===== config.mk =====
export PLATFORM = sky130hd
export DESIGN_NAME = id_ex_reg_flat
export DESIGN_NICKNAME = d
export VERILOG_FILES = /design/src/rtl/id_ex_reg_if.sv /design/src/rtl/id_ex_reg.sv /design/src/flat_wrapper.sv
export SDC_FILE = /design/constraint.sdc
export NUM_CORES = 1
export LEC_CHECK = 0
export BUFFER_PORTS_ARGS = -buffer_cell sky130_fd_sc_hd__buf_2
export CORE_AREA = 2 2 130 132
export DETAILED_ROUTE_END_ITERATION = 6
export DIE_AREA = 0 0 132 134
export PLACE_DENSITY = 0.75
export SYNTH_ARGS = -nofsm -noshare
export SYNTH_HDL_FRONTEND = slang
export SYNTH_SLANG_ARGS = --single-unit

===== constraint.sdc =====
create_clock -name clk -period 11.01 [get_ports clk]
set_input_delay 1.101 -clock clk [delete_from_list [all_inputs] [get_ports clk]]
set_output_delay 1.101 -clock clk [all_outputs]
set_load 0.01 [all_outputs]

===== src/rtl/id_ex_reg_if.sv =====
// Decode-to-execute pipeline register bundle: D-stage inputs, E-stage outputs and hazard status.
// The master side drives stall/flush and the D slot; the slave side is the register itself.
interface id_ex_reg_if #(
  parameter int WIDTH   = 32,
  parameter int REGBITS = 5
);
  logic               stall;
  logic               flush;

  logic               valid_d;
  logic               reg_write_d;
  logic               memto_reg_d;
  logic               mem_write_d;
  logic               alu_src_d;
  logic               reg_dst_d;
  logic               branch_d;
  logic [1:0]         alu_op_d;
  logic [5:0]         funct_d;
  logic [WIDTH-1:0]   rd1_d;
  logic [WIDTH-1:0]   rd2_d;
  logic [WIDTH-1:0]   sign_imm_d;
  logic [WIDTH-1:0]   pc_plus4_d;
  logic [REGBITS-1:0] rs_d;
  logic [REGBITS-1:0] rt_d;
  logic [REGBITS-1:0] rd_d;

  logic               valid_e;
  logic               reg_write_e;
  logic               memto_reg_e;
  logic               mem_write_e;
  logic               alu_src_e;
  logic               reg_dst_e;
  logic               branch_e;
  logic [1:0]         alu_op_e;
  logic [5:0]         funct_e;
  logic [WIDTH-1:0]   rd1_e;
  logic [WIDTH-1:0]   rd2_e;
  logic [WIDTH-1:0]   sign_imm_e;
  logic [WIDTH-1:0]   pc_plus4_e;
  logic [REGBITS-1:0] rs_e;
  logic [REGBITS-1:0] rt_e;
  logic [REGBITS-1:0] rd_e;

  logic               load_use;
  logic               stall_fd;
  logic [15:0]        bubble_count;

  modport master (
    output stall, flush,
    output valid_d, reg_write_d, memto_reg_d, mem_write_d, alu_src_d, reg_dst_d, branch_d,
    output alu_op_d, funct_d, rd1_d, rd2_d, sign_imm_d, pc_plus4_d, rs_d, rt_d, rd_d,
    input  valid_e, reg_write_e, memto_reg_e, mem_write_e, alu_src_e, reg_dst_e, branch_e,
    input  alu_op_e, funct_e, rd1_e, rd2_e, sign_imm_e, pc_plus4_e, rs_e, rt_e, rd_e,
    input  load_use, stall_fd, bubble_count
  );

  modport slave (
    input  stall, flush,
    input  valid_d, reg_write_d, memto_reg_d, mem_write_d, alu_src_d, reg_dst_d, branch_d,
    input  alu_op_d, funct_d, rd1_d, rd2_d, sign_imm_d, pc_plus4_d, rs_d, rt_d, rd_d,
    output valid_e, reg_write_e, memto_reg_e, mem_write_e, alu_src_e, reg_dst_e, branch_e,
    output alu_op_e, funct_e, rd1_e, rd2_e, sign_imm_e, pc_plus4_e, rs_e, rt_e, rd_e,
    output load_use, stall_fd, bubble_count
  );
endinterface


===== src/rtl/id_ex_reg.sv =====
// D-to-E pipeline register with hold, flush, load-use bubble insertion and a
// saturating bubble counter. Priority each edge: stall > flush > load-use > load.
module id_ex_reg #(
  parameter int WIDTH   = 32,
  parameter int REGBITS = 5
) (
  input logic         clk,
  input logic         rst,
  id_ex_reg_if.slave  bus
);

  logic        load_use;
  logic        bubble;
  logic [15:0] bubble_count;

  // Only a valid load in E against a valid consumer in D stalls; $0 is never a real dependency.
  assign load_use = bus.valid_e & bus.memto_reg_e & bus.valid_d &
                    (bus.rt_e != {REGBITS{1'b0}}) &
                    ((bus.rt_e == bus.rs_d) | (bus.rt_e == bus.rt_d));

  assign bubble           = bus.flush | load_use;
  assign bus.load_use     = load_use;
  assign bus.stall_fd     = bus.stall | load_use;
  assign bus.bubble_count = bubble_count;

  always_ff @(posedge clk or posedge rst) begin
    if (rst) begin
      bus.valid_e     <= 1'b0;
      bus.reg_write_e <= 1'b0;
      bus.memto_reg_e <= 1'b0;
      bus.mem_write_e <= 1'b0;
      bus.alu_src_e   <= 1'b0;
      bus.reg_dst_e   <= 1'b0;
      bus.branch_e    <= 1'b0;
      bus.alu_op_e    <= 2'b00;
      bus.funct_e     <= 6'b0;
      bus.rd1_e       <= {WIDTH{1'b0}};
      bus.rd2_e       <= {WIDTH{1'b0}};
      bus.sign_imm_e  <= {WIDTH{1'b0}};
      bus.pc_plus4_e  <= {WIDTH{1'b0}};
      bus.rs_e        <= {REGBITS{1'b0}};
      bus.rt_e        <= {REGBITS{1'b0}};
      bus.rd_e        <= {REGBITS{1'b0}};
    end else if (!bus.stall) begin
      if (bubble) begin
        // An all-zero slot is an ALU add with no write-back and no memory effect.
        bus.valid_e     <= 1'b0;
        bus.reg_write_e <= 1'b0;
        bus.memto_reg_e <= 1'b0;
        bus.mem_write_e <= 1'b0;
        bus.alu_src_e   <= 1'b0;
        bus.reg_dst_e   <= 1'b0;
        bus.branch_e    <= 1'b0;
        bus.alu_op_e    <= 2'b00;
        bus.funct_e     <= 6'b0;
        bus.rd1_e       <= {WIDTH{1'b0}};
        bus.rd2_e       <= {WIDTH{1'b0}};
        bus.sign_imm_e  <= {WIDTH{1'b0}};
        bus.pc_plus4_e  <= {WIDTH{1'b0}};
        bus.rs_e        <= {REGBITS{1'b0}};
        bus.rt_e        <= {REGBITS{1'b0}};
        bus.rd_e        <= {REGBITS{1'b0}};
      end else begin
        bus.valid_e     <= bus.valid_d;
        bus.reg_write_e <= bus.reg_write_d;
        bus.memto_reg_e <= bus.memto_reg_d;
        bus.mem_write_e <= bus.mem_write_d;
        bus.alu_src_e   <= bus.alu_src_d;
        bus.reg_dst_e   <= bus.reg_dst_d;
        bus.branch_e    <= bus.branch_d;
        bus.alu_op_e    <= bus.alu_op_d;
        bus.funct_e     <= bus.funct_d;
        bus.rd1_e       <= bus.rd1_d;
        bus.rd2_e       <= bus.rd2_d;
        bus.sign_imm_e  <= bus.sign_imm_d;
        bus.pc_plus4_e  <= bus.pc_plus4_d;
        bus.rs_e        <= bus.rs_d;
        bus.rt_e        <= bus.rt_d;
        bus.rd_e        <= bus.rd_d;
      end
    end
  end

  // A flush that coincides with a load-use hazard is still a single bubble.
  always_ff @(posedge clk or posedge rst) begin
    if (rst) begin
      bubble_count <= 16'h0000;
    end else if (!bus.stall && bubble && (bubble_count != 16'hFFFF)) begin
      bubble_count <= bubble_count + 16'd1;
    end
  end

endmodule


===== src/flat_wrapper.sv =====
// flat-port wrapper written by rule: the top's interface ports become plain ports
module id_ex_reg_flat 
#(
  parameter int WIDTH   = 32,
  parameter int REGBITS = 5
)
  (clk, rst, bus_stall, bus_flush, bus_valid_d, bus_reg_write_d, bus_memto_reg_d, bus_mem_write_d, bus_alu_src_d, bus_reg_dst_d, bus_branch_d, bus_alu_op_d, bus_funct_d, bus_rd1_d, bus_rd2_d, bus_sign_imm_d, bus_pc_plus4_d, bus_rs_d, bus_rt_d, bus_rd_d, bus_valid_e, bus_reg_write_e, bus_memto_reg_e, bus_mem_write_e, bus_alu_src_e, bus_reg_dst_e, bus_branch_e, bus_alu_op_e, bus_funct_e, bus_rd1_e, bus_rd2_e, bus_sign_imm_e, bus_pc_plus4_e, bus_rs_e, bus_rt_e, bus_rd_e, bus_load_use, bus_stall_fd, bus_bubble_count);
  id_ex_reg_if #(.WIDTH(WIDTH), .REGBITS(REGBITS)) bus_i ();
  input logic clk;
  input logic rst;
  input wire logic [$bits(bus_i.stall)-1:0] bus_stall;
  input wire logic [$bits(bus_i.flush)-1:0] bus_flush;
  input wire logic [$bits(bus_i.valid_d)-1:0] bus_valid_d;
  input wire logic [$bits(bus_i.reg_write_d)-1:0] bus_reg_write_d;
  input wire logic [$bits(bus_i.memto_reg_d)-1:0] bus_memto_reg_d;
  input wire logic [$bits(bus_i.mem_write_d)-1:0] bus_mem_write_d;
  input wire logic [$bits(bus_i.alu_src_d)-1:0] bus_alu_src_d;
  input wire logic [$bits(bus_i.reg_dst_d)-1:0] bus_reg_dst_d;
  input wire logic [$bits(bus_i.branch_d)-1:0] bus_branch_d;
  input wire logic [$bits(bus_i.alu_op_d)-1:0] bus_alu_op_d;
  input wire logic [$bits(bus_i.funct_d)-1:0] bus_funct_d;
  input wire logic [$bits(bus_i.rd1_d)-1:0] bus_rd1_d;
  input wire logic [$bits(bus_i.rd2_d)-1:0] bus_rd2_d;
  input wire logic [$bits(bus_i.sign_imm_d)-1:0] bus_sign_imm_d;
  input wire logic [$bits(bus_i.pc_plus4_d)-1:0] bus_pc_plus4_d;
  input wire logic [$bits(bus_i.rs_d)-1:0] bus_rs_d;
  input wire logic [$bits(bus_i.rt_d)-1:0] bus_rt_d;
  input wire logic [$bits(bus_i.rd_d)-1:0] bus_rd_d;
  output wire logic [$bits(bus_i.valid_e)-1:0] bus_valid_e;
  output wire logic [$bits(bus_i.reg_write_e)-1:0] bus_reg_write_e;
  output wire logic [$bits(bus_i.memto_reg_e)-1:0] bus_memto_reg_e;
  output wire logic [$bits(bus_i.mem_write_e)-1:0] bus_mem_write_e;
  output wire logic [$bits(bus_i.alu_src_e)-1:0] bus_alu_src_e;
  output wire logic [$bits(bus_i.reg_dst_e)-1:0] bus_reg_dst_e;
  output wire logic [$bits(bus_i.branch_e)-1:0] bus_branch_e;
  output wire logic [$bits(bus_i.alu_op_e)-1:0] bus_alu_op_e;
  output wire logic [$bits(bus_i.funct_e)-1:0] bus_funct_e;
  output wire logic [$bits(bus_i.rd1_e)-1:0] bus_rd1_e;
  output wire logic [$bits(bus_i.rd2_e)-1:0] bus_rd2_e;
  output wire logic [$bits(bus_i.sign_imm_e)-1:0] bus_sign_imm_e;
  output wire logic [$bits(bus_i.pc_plus4_e)-1:0] bus_pc_plus4_e;
  output wire logic [$bits(bus_i.rs_e)-1:0] bus_rs_e;
  output wire logic [$bits(bus_i.rt_e)-1:0] bus_rt_e;
  output wire logic [$bits(bus_i.rd_e)-1:0] bus_rd_e;
  output wire logic [$bits(bus_i.load_use)-1:0] bus_load_use;
  output wire logic [$bits(bus_i.stall_fd)-1:0] bus_stall_fd;
  output wire logic [$bits(bus_i.bubble_count)-1:0] bus_bubble_count;
  assign bus_i.stall = bus_stall;
  assign bus_i.flush = bus_flush;
  assign bus_i.valid_d = bus_valid_d;
  assign bus_i.reg_write_d = bus_reg_write_d;
  assign bus_i.memto_reg_d = bus_memto_reg_d;
  assign bus_i.mem_write_d = bus_mem_write_d;
  assign bus_i.alu_src_d = bus_alu_src_d;
  assign bus_i.reg_dst_d = bus_reg_dst_d;
  assign bus_i.branch_d = bus_branch_d;
  assign bus_i.alu_op_d = bus_alu_op_d;
  assign bus_i.funct_d = bus_funct_d;
  assign bus_i.rd1_d = bus_rd1_d;
  assign bus_i.rd2_d = bus_rd2_d;
  assign bus_i.sign_imm_d = bus_sign_imm_d;
  assign bus_i.pc_plus4_d = bus_pc_plus4_d;
  assign bus_i.rs_d = bus_rs_d;
  assign bus_i.rt_d = bus_rt_d;
  assign bus_i.rd_d = bus_rd_d;
  assign bus_valid_e = bus_i.valid_e;
  assign bus_reg_write_e = bus_i.reg_write_e;
  assign bus_memto_reg_e = bus_i.memto_reg_e;
  assign bus_mem_write_e = bus_i.mem_write_e;
  assign bus_alu_src_e = bus_i.alu_src_e;
  assign bus_reg_dst_e = bus_i.reg_dst_e;
  assign bus_branch_e = bus_i.branch_e;
  assign bus_alu_op_e = bus_i.alu_op_e;
  assign bus_funct_e = bus_i.funct_e;
  assign bus_rd1_e = bus_i.rd1_e;
  assign bus_rd2_e = bus_i.rd2_e;
  assign bus_sign_imm_e = bus_i.sign_imm_e;
  assign bus_pc_plus4_e = bus_i.pc_plus4_e;
  assign bus_rs_e = bus_i.rs_e;
  assign bus_rt_e = bus_i.rt_e;
  assign bus_rd_e = bus_i.rd_e;
  assign bus_load_use = bus_i.load_use;
  assign bus_stall_fd = bus_i.stall_fd;
  assign bus_bubble_count = bus_i.bubble_count;
  id_ex_reg #(.WIDTH(WIDTH), .REGBITS(REGBITS)) u_core (.clk(clk), .rst(rst), .bus(bus_i));
endmodule

Word-level counts from Yosys, hierarchy flattened

Index checks and enable logic that the tools add are counted.

Output and inout bits: 176
Input port bits: 162
Register bits: 174

Reduce and logical (&&, ||, !) cells: 4
Eq/ne operators: 3
Muxes and demuxes: 16
$add $sub $neg: 1
Bitwise gates (word level): 7

Operators with widths:

| cell                                          | number |
|---|---|
| two-way mux 32 bit                            | 4 |
| adder 16 x 1 -> 16 bit, second input constant | 1 |
| != test 16 bit, second input constant         | 1 |
| two-way mux 5 bit                             | 3 |
| == test 5 bit                                 | 2 |
| two-way mux 1 bit                             | 7 |
| two-way mux 6 bit                             | 1 |
| nonzero test 5 bit                            | 1 |
| bitwise AND 1 bit                             | 4 |
| OR 1 bit                                      | 3 |
| logical AND 1 bit                             | 2 |
| two-way mux 2 bit                             | 1 |
| logical NOT 1 bit                             | 1 |

Depth between registers and ports, before layout

Gate-level depths: netlist of run 1.

Depth after elaboration: 7
Gate-level depth with buffers: 7
Gate-level depth less buffers: 6

Least setup slack after synthesis of run 1

No wires, ideal clock.

Kind: input-to-output
Start point: in bus_stall
End point: out bus_stall_fd
Data required time: 9909 ps
Arrival time: 2268 ps
Slack: 7641 ps
Cell stages on the path: 4
Path through: clkbuf_1 > clkbuf_1 > clkbuf_1 > or2_2

Word-level cells in the longest chain between the ends: 1

RTL lines:

| element         | line               | RTL |
|---|---|---|
| start, declared | flat_wrapper.sv:11 | `input wire logic [$bits(bus_i.stall)-1:0] bus_stall;` |
| OR 1 bit        | id_ex_reg.sv:23    | `assign bus.stall_fd = bus.stall \| load_use;` |
| end, declared   | flat_wrapper.sv:46 | `output wire logic [$bits(bus_i.stall_fd)-1:0] bus_stall_fd;` |

No other way between the ends.

Final worst setup path of run 1

Start point: in bus_rt_d[0]
End point: out bus_stall_fd

Word-level cells in the longest chain between the ends: 4

RTL lines:

| element           | line               | RTL |
|---|---|---|
| start, declared   | flat_wrapper.sv:27 | `input wire logic [$bits(bus_i.rt_d)-1:0] bus_rt_d;` |
| == test 5 bit     | id_ex_reg.sv:19    | `((bus.rt_e == bus.rs_d) \| (bus.rt_e == bus.rt_d));` |
| OR 1 bit          | id_ex_reg.sv:19    |  |
| bitwise AND 1 bit | id_ex_reg.sv:18    | `(bus.rt_e != {REGBITS{1'b0}}) &` |
| OR 1 bit          | id_ex_reg.sv:23    |  |

No other way between the ends.

==> metrics, run 1 <==
status finished, final reports clean; gpl congestion 0.7988; reported net switching power between 400 and 500 uW; Comb pwr share 0.154; first-pass GRT wire length 28.34 mm; final hold slack 0.5047 ns; Seq/Total Area, Yosys 0.6276; layout cells sized above 1 0.4374; CTS Hold Buffers Added 0; clock share of power 0.385; number of cell rows 47; Num CTS Buffers 17; routed len/inst 16.39 um; Startpoint Class input port; slack of the worst reg-to-reg path 8.47 ns; clock period minus worst slack about 3.4 ns; total gr overflow 0; Gate Count Post-Synth 539; Hold Path Depth 1; fmax 290.2 MHz; PortBufs between 300 and 400; Ys Warns 0; die extent in y 134 um; Worst setup startpoint bus_rt_d[0]; Initial Util 0.4259; Final Cycle Share 0.3130; Reg-to-Reg End u_core.bus.bubble_count[14]; Netlist cell types 30; R2R cell count 7; PD cells 171.5 mW/mm2; Post-DP HPWL 12.56 mm; crit-path most repeated cell buf_2; Tot Pwr 1609 uW; maximum vdd drop between 0.09 and 0.1 mV; final setup margin 7.564 ns; max_cap viols 0; CTS Root Cell clkbuf_16; crit path kind input port to primary output; H-tree depth 4; Final Max Slew Viols 0; clk_lat worst skew approximately 0.43 ns; DR vias/cell between 4 and 5; die area ~0.018 mm2; pre-CTS setup slack 7.403 ns; n_diodes 0; Syn Area/Cell between 10 and 15 um2; I/O pins 338; net count reported at finish 1028; Flop pwr share 0.461; crit-path cells buf_2 > xor2_1 > nor3_1 > a22oi_1 > nor2_2 > or2_2 > buf_2; Syn-to-layout area delta 35.24%; CP max stage cell a22oi_1; worst r2r src u_core.bus.rt_e[1]; HP Class register to register; final setup TNS 0 ns; initial antenna violation count 1; via count 5433; worst path required time roughly 9.9 ns; Final Hold Viols 0; Worst Setup EP bus_stall_fd; Fin Clk Skew between 0.015 and 0.02 ns; post-CTS setup buffer count 0; Resize count post-CTS 0; clk sink count 174; largest net degree at the start of global routing 101; Final Util 0.5760; Synth Register Bits approximately 170; DR iter-0 viols between 200 and 300; DRC violations left 0; Pre-antenna DRT Iters 5; Slew headroom 0.3433; RSZ-0062 raised after global routing false; Routed WL 18.00 mm; Tightest Pin Transition 0.9850 ns; core area 0.01629 mm2; number of global-route vias before repair approximately 5400; WP data arrival 2.35 ns; cell-internal power roughly 1200 uW; Setup violations, final 0; max incr delay on CP 0.37 ns; Mapped Nets roughly 700; Worst-path clk slew 0.07 ns; post-synthesis instance area 0.006938 mm2; sw frac 0.2766; die width 132 um; Antenna Nets Post-Route 0; Leak 0.005237 uW; CP endpoint kind primary output; maximum root-to-sink buffer count 2; TritonCTS clock tree done; Critical Path Fanout Max 3; Overall Global Routing Usage 0.2022
cells in the final DEF (no fill, tap or decap), drive strengths merged, types with 7 or more instances in the layout:
cell type | netlist | layout
a22o | 63 | 63
buf | 14 | 343
clkbuf | 22 | 18
dfrtp | 174 | 174
inv | 2 | 11
mux2i | 95 | 95
nand3 | 7 | 7
nand4 | 10 | 10
nor2 | 100 | 100
xnor2 | 12 | 12
xor2 | 10 | 10
cells by family after synthesis:
| kind of cell | count (synthesis) | synth area share |
|---|---|---|
| AOI/OAI and AO/OA | 69 | 0.08693 |
| xor gates and xnor gates | 22 | 0.02777 |
| adders and majority gates | 1 | 0.001803 |
| buffers and inverters | 38 | 0.02831 |
| DFF | 174 | 0.6276 |
| muxes | 98 | 0.1419 |
| and+or+nand+nor | 137 | 0.08567 |
sequential cells by signal (all words and copies together), names as in the netlist:
signal / count
u_core.bus.alu_src_e: 1
u_core.bus.alu_op_e: 2
u_core.bus.rd_e: 5
u_core.bus.reg_write_e: 1
u_core.bus.pc_plus4_e: 32
u_core.bus.rd1_e: 32
u_core.bus.memto_reg_e: 1
u_core.bus.rt_e: 5
u_core.bus.branch_e: 1
u_core.bus.funct_e: 6
u_core.bus.sign_imm_e: 32
u_core.bus.bubble_count: 16
u_core.bus.reg_dst_e: 1
u_core.bus.valid_e: 1
u_core.bus.rs_e: 5
u_core.bus.rd2_e: 32
u_core.bus.mem_write_e: 1
cell usage after synthesis (all sizes together):
| cell type | n | area (um2) |
|---|---|---|
| nor4 | 1 | 6.260 |
| nand4 | 10 | 62.56 |
| ha | 1 | 12.51 |
| a22oi | 1 | 7.510 |
| or4 | 1 | 7.510 |
| or2 | 1 | 6.260 |
| and3 | 4 | 25.02 |
| buf | 14 | 106.3 |
| mux2 | 3 | 33.78 |
| nand2b | 2 | 12.51 |
| nand2 | 5 | 18.77 |
| clkbuf | 22 | 82.58 |
| a22o | 63 | 551.8 |
| o31ai | 1 | 12.51 |
| o2111ai | 1 | 15.01 |
| nor2b | 1 | 6.260 |
| xor2 | 10 | 87.58 |
| a21oi | 2 | 10.01 |
| inv | 2 | 7.510 |
| dfrtp | 174 | 4354 |
| xnor2 | 12 | 105.1 |
| nor3 | 5 | 36.29 |
| nand3 | 7 | 35.03 |
| nor2 | 100 | 377.9 |
| mux2i | 95 | 950.9 |
| a31oi | 1 | 6.260 |
critical path: cells and delay by family:
family / cells / cell delay [ns]
compound gates: 1 / 0.37
xor+xnor: 1 / 0.15
buf+inv: 2 / 0.24
simple gates: 3 / 0.49
power by group through the flow:
| stage | sequential [uW] | clock (uW) | combinational (uW) |
|---|---|---|---|
| floorplan | 779 | 0 | 106 |
| global placement | 751 | 0 | 247 |
| detailed placement | 753 | 0 | 252 |
| CTS | 742 | 634 | 252 |
| global route | 750 | 661 | 272 |
| finish | 742 | 619 | 248 |
metrics by stage:
stage,instance area (um2),std cells
CTS,9383,1098
floorplan,6938,539
finish,9383,1098
detailed placement,8776,1066
global route,9383,1098
global placement,8776,1066
metal layers:
| layer | up-vias | global-route usage | share of wire |
|---|---|---|---|
| li1 | 2545 | - | - |
| met1 | 2643 | 0.2587 | 0.42 |
| met2 | 218 | 0.3296 | 0.49 |
| met3 | 27 | 0.05367 | 0.067 |
| met4 | 0 | 0.08213 | 0.022 |
| met5 | - | 0 | 0 |
worst min path at each step:
| stage | startpoint | to | slack, ns |
|---|---|---|---|
| 6_report | u_core.bus.rd1_e[23] | u_core.bus.rd1_e[23] | 0.50 |
| 3_5_place_dp | u_core.bus.rd1_e[16] | u_core.bus.rd1_e[16] | 0.49 |
| 4_1_cts | u_core.bus.rs_e[3] | u_core.bus.rs_e[3] | 0.51 |
| 2_1_floorplan | u_core.bus.bubble_count[6] | u_core.bus.bubble_count[6] | 0.53 |
| 5_1_grt | u_core.bus.branch_e | u_core.bus.branch_e | 0.52 |
| 3_3_place_gp | u_core.bus.pc_plus4_e[21] | u_core.bus.pc_plus4_e[21] | 0.49 |
layout make-up:
cell class | instances | area, um2
Tap cell | 220 | 275.3
Clock buffer | 18 | 439.2
Sequential cell | 174 | 4354
Timing Repair Buffer | 343 | 1738
Clock inverter | 14 | 167.7
Inverter | 2 | 12.51
Multi-Input combinational cell | 327 | 2396
Fill cell | 1378 | 6907
Power figures use the tool's default switching activity.
==> run 2: changes to the inputs <==
--- a/config.mk
+++ b/config.mk
@@ -5,11 +5,12 @@
 export SDC_FILE = /design/constraint.sdc
 export NUM_CORES = 1
 export LEC_CHECK = 0
+export ABC_AREA = 1
 export BUFFER_PORTS_ARGS = -buffer_cell sky130_fd_sc_hd__buf_2
-export CORE_AREA = 2 2 130 132
+export CORE_MARGIN = 1
+export CORE_UTILIZATION = 43
 export DETAILED_ROUTE_END_ITERATION = 6
-export DIE_AREA = 0 0 132 134
-export PLACE_DENSITY = 0.75
+export PLACE_DENSITY = 0.77
 export SYNTH_ARGS = -nofsm -noshare
 export SYNTH_HDL_FRONTEND = slang
 export SYNTH_SLANG_ARGS = --single-unit
==> constraint.sdc (replaced) <==
create_clock -name clk -period 3.01 [get_ports clk]
set_input_delay 0.301 -clock clk [delete_from_list [all_inputs] [get_ports clk]]
set_output_delay 0.301 -clock clk [all_outputs]
set_load 0.01 [all_outputs]
==> run 2 against run 1 <==
Effect of this change:
- synthesized cell count grew 64%
- combinational power rose to 3.5 times the previous value
- final cell count rose by 30%
- first-iteration DRC count increased by 68%
- design area grew 5.0%
- count of clock-buffer cells in the layout grew 3
- largest power group unchanged
==> metrics, run 2 <==
status finished, final reports clean; clock period minus worst slack 2.159 ns; Final Hold Viols 0 (unchanged); Mapped Nets 1049 (+49%); Overall Global Routing Usage 0.2389 (+0.03661); WP data arrival 1.86 ns (-0.49 ns); commonest non-fill, non-tap cell in the layout nand2_1; largest net degree at the start of global routing 91 (-9.9%); Resize count post-CTS 0 (unchanged); clk sink count 174 (unchanged); Worst setup startpoint u_core.bus.rt_e[1]; Initial Util 0.4466 (+0.02067); DRC violations left 0 (unchanged); post-CTS setup buffer count 0 (unchanged); Critical Path Fanout Max 15 (+12); worst path buffer plus inverter count 2 (unchanged); via count 7049 (+30%); first-pass GRT wire length 33.93 mm (+20%); fillers 1526 (+11%); crit path kind register to primary output; Fin Clk Skew 0.01538 ns (-0.001516 ns); Final Max Slew Viols 0 (unchanged); CTS Root Cell clkbuf_16; synth top area cells dfrtp_1, nand2_1, a21oi_1; DR iter-0 viols 440 (+68%); Leak 0.005317 uW (+1.5%); CTS Hold Buffers Added 0 (unchanged); net count reported at finish 1361 (+32%); die area 0.01794 mm2 (+1.4%); Syn Area/Cell 8.448 um2 (-34%); Netlist cell types 25 (-17%); initial antenna violation count 0 (-1); core area 0.01676 mm2 (+2.9%); critical path's top delay family simple AND/OR/NAND/NOR gates; Routed WL 21.24 mm (+18%); clk_lat worst skew 0.43 ns (about the same); most common cell in the netlist nand2_1; Post-synth EDFFs 0 (unchanged); layout cells sized above 1 0.3245 (-0.1128); top cell type's share of synthesized area 0.5817 (-0.04585); final setup TNS 0 ns (unchanged); Tightest Pin Transition 0.9363 ns (-0.04869 ns); Post-DP HPWL 14.58 mm (+16%); most frequent cells in the layout nand2_1, buf_2, dfrtp_1; H-tree depth 4 (unchanged); worst path required time 2.71 ns (-7.20 ns); Synth Register Bits 174 (unchanged); PortBufs 337 (unchanged); Placed Area 0.009303 mm2 (+6.0%); R2R cell count 10 (+3); slack of the worst reg-to-reg path 1.00 ns (-7.47 ns); Ys Warns 0 (unchanged); CP Depth 9 (+2); Slew headroom 0.3745 (+0.03115); synth cell count leaders nand2_1, dfrtp_1, a21oi_1; die width 133.9 um (+1.5%); Gate Count Post-Synth 886 (+64%); Final Cycle Share 0.7172; CP endpoint kind primary output; crit-path cells inv_1 > nand2_1 > nand2_1 > nor2_1 > nand3_1 > nand2_1 > nand2_4 > nand2_2 > buf_2; gpl congestion 0.8904 (+11%); Pre-antenna DRT Iters 5 (unchanged); number of global-route vias before repair 6724 (+25%); post-synthesis instance area 0.007485 mm2 (+7.9%); max incr delay on CP 0.42 ns (+0.05 ns); area leader, netlist dfrtp_1; Synth Flop Type dfrtp_1; n_diodes 0 (unchanged); PD cells 571.0 mW/mm2 (+230%); Worst Setup EP bus_stall_fd; routed len/inst 14.84 um (-9.5%); die extent in y 133.9 um (about the same); Seq/Total Area, Yosys 0.5817 (-0.04585); asr flop ratio synth 1.000 (unchanged); worst r2r src u_core.bus.rt_e[1]; max_cap viols 0 (unchanged); Worst-path clk slew 0.06 ns (about the same); maximum root-to-sink buffer count 2 (unchanged); HP Class input port to asynchronous set/reset pin; maximum vdd drop 0.3818 mV (+300%); placed cells 1399 (+31%); Reg-to-Reg End u_core.bus.reg_write_e; RSZ-0062 raised after global routing false; Syn-to-layout area delta 31.66%; fmax 463.2 MHz; Finished Layout Cells 1431 (+30%); Antenna Nets Post-Route 0 (unchanged); DR vias/cell 4.926 (-0.45%); TritonCTS clock tree done; I/O pins 338 (unchanged); Num CTS Buffers 17 (unchanged); crit-path most repeated cell nand2_1; Setup violations, final 0 (unchanged); number of cell rows 47 (unchanged); Startpoint Class register; fin area 0.009854 mm2 (+5.0%); CP max stage cell dfrtp_1; total gr overflow 0 (unchanged)
## run 2: cell types whose count changed after synthesis, moves of 19 or more
cell	before	now
a21oi_1	2	81
a22o_1	63	0
clkbuf_1	22	41
inv_1	2	38
mux2i_1	95	0
nand2_1	5	378
nor2_1	99	21
o21ai_0	0	68
## run 2: kinds of logic (layout without fill, tap and decap cells)
family                     after synthesis  in the layout  synth area share
adders and majority gates                1              1          0.001671
AOI/OAI and AO/OA                      160            160            0.1132
buffers and inverters                   97            422           0.05968
xor gates and xnor gates                 3              3          0.003511
and+or+nand+nor                        451            451            0.2402
DFF                                    174            174            0.5817
## run 2: worst min path at each step
stage	endpoint	start	depth (start not counted)
6_report	u_core.bus.rd1_e[15]	rst	2
5_1_grt	u_core.bus.sign_imm_e[18]	bus_sign_imm_d[18]	3
4_1_cts	u_core.bus.pc_plus4_e[9]	rst	2
3_5_place_dp	u_core.bus.pc_plus4_e[27]	u_core.bus.pc_plus4_e[27]	2
3_3_place_gp	u_core.bus.pc_plus4_e[26]	u_core.bus.pc_plus4_e[26]	2
2_1_floorplan	u_core.bus.memto_reg_e	bus_memto_reg_d	2
## run 2: metal layers
| metal | global-route usage | routed length [um] | part of all wire | vias up |
|---|---|---|---|---|
| li1 | - | - | - | 3457 |
| met2 | 0.3748 | 9977 | 0.47 | 306 |
| met3 | 0.06765 | 1649 | 0.078 | 37 |
| met5 | 0 | 0 | 0 | - |
| met4 | 0.09280 | 473 | 0.022 | 0 |
| met1 | 0.3128 | 9141 | 0.43 | 3249 |
## run 2: where the power goes
group / leakage [uW] / internal, uW / switching [uW] / total [uW]
clock: 0.000256 / 1150 / 950 / 2100
combinational: 0.00280 / 348 / 514 / 862
sequential: 0.00226 / 2530 / 135 / 2660
## run 2: area by class of cell
type / instances / area [um2] / area share
clock buffer: 21 / 440.4 / 0.04469
clock inverter: 11 / 111.4 / 0.01130
inverter: 41 / 160.2 / 0.01625
multi-input combinational: 615 / 2684 / 0.2723
sequential: 174 / 4354 / 0.4418
tap: 220 / 275.3 / 0.02793
timing repair buffer: 349 / 1829 / 0.1856
## run 2: stage by stage
stage / util / hold WS (ns) / total power (uW) / worst slack (ns)
final: 0.5880 / 0.06993 / 5627 / 0.8513
after global routing: 0.5880 / 0.1008 / 5899 / 0.6820
after CTS: 0.5880 / 0.08725 / 5682 / 0.8162
after detailed placement: 0.5551 / 0.4683 / 3575 / 1.035
after floorplan: - / 0.4422 / 3151 / 0.4843
after global placement: 0.5551 / 0.4594 / 3560 / 1.131
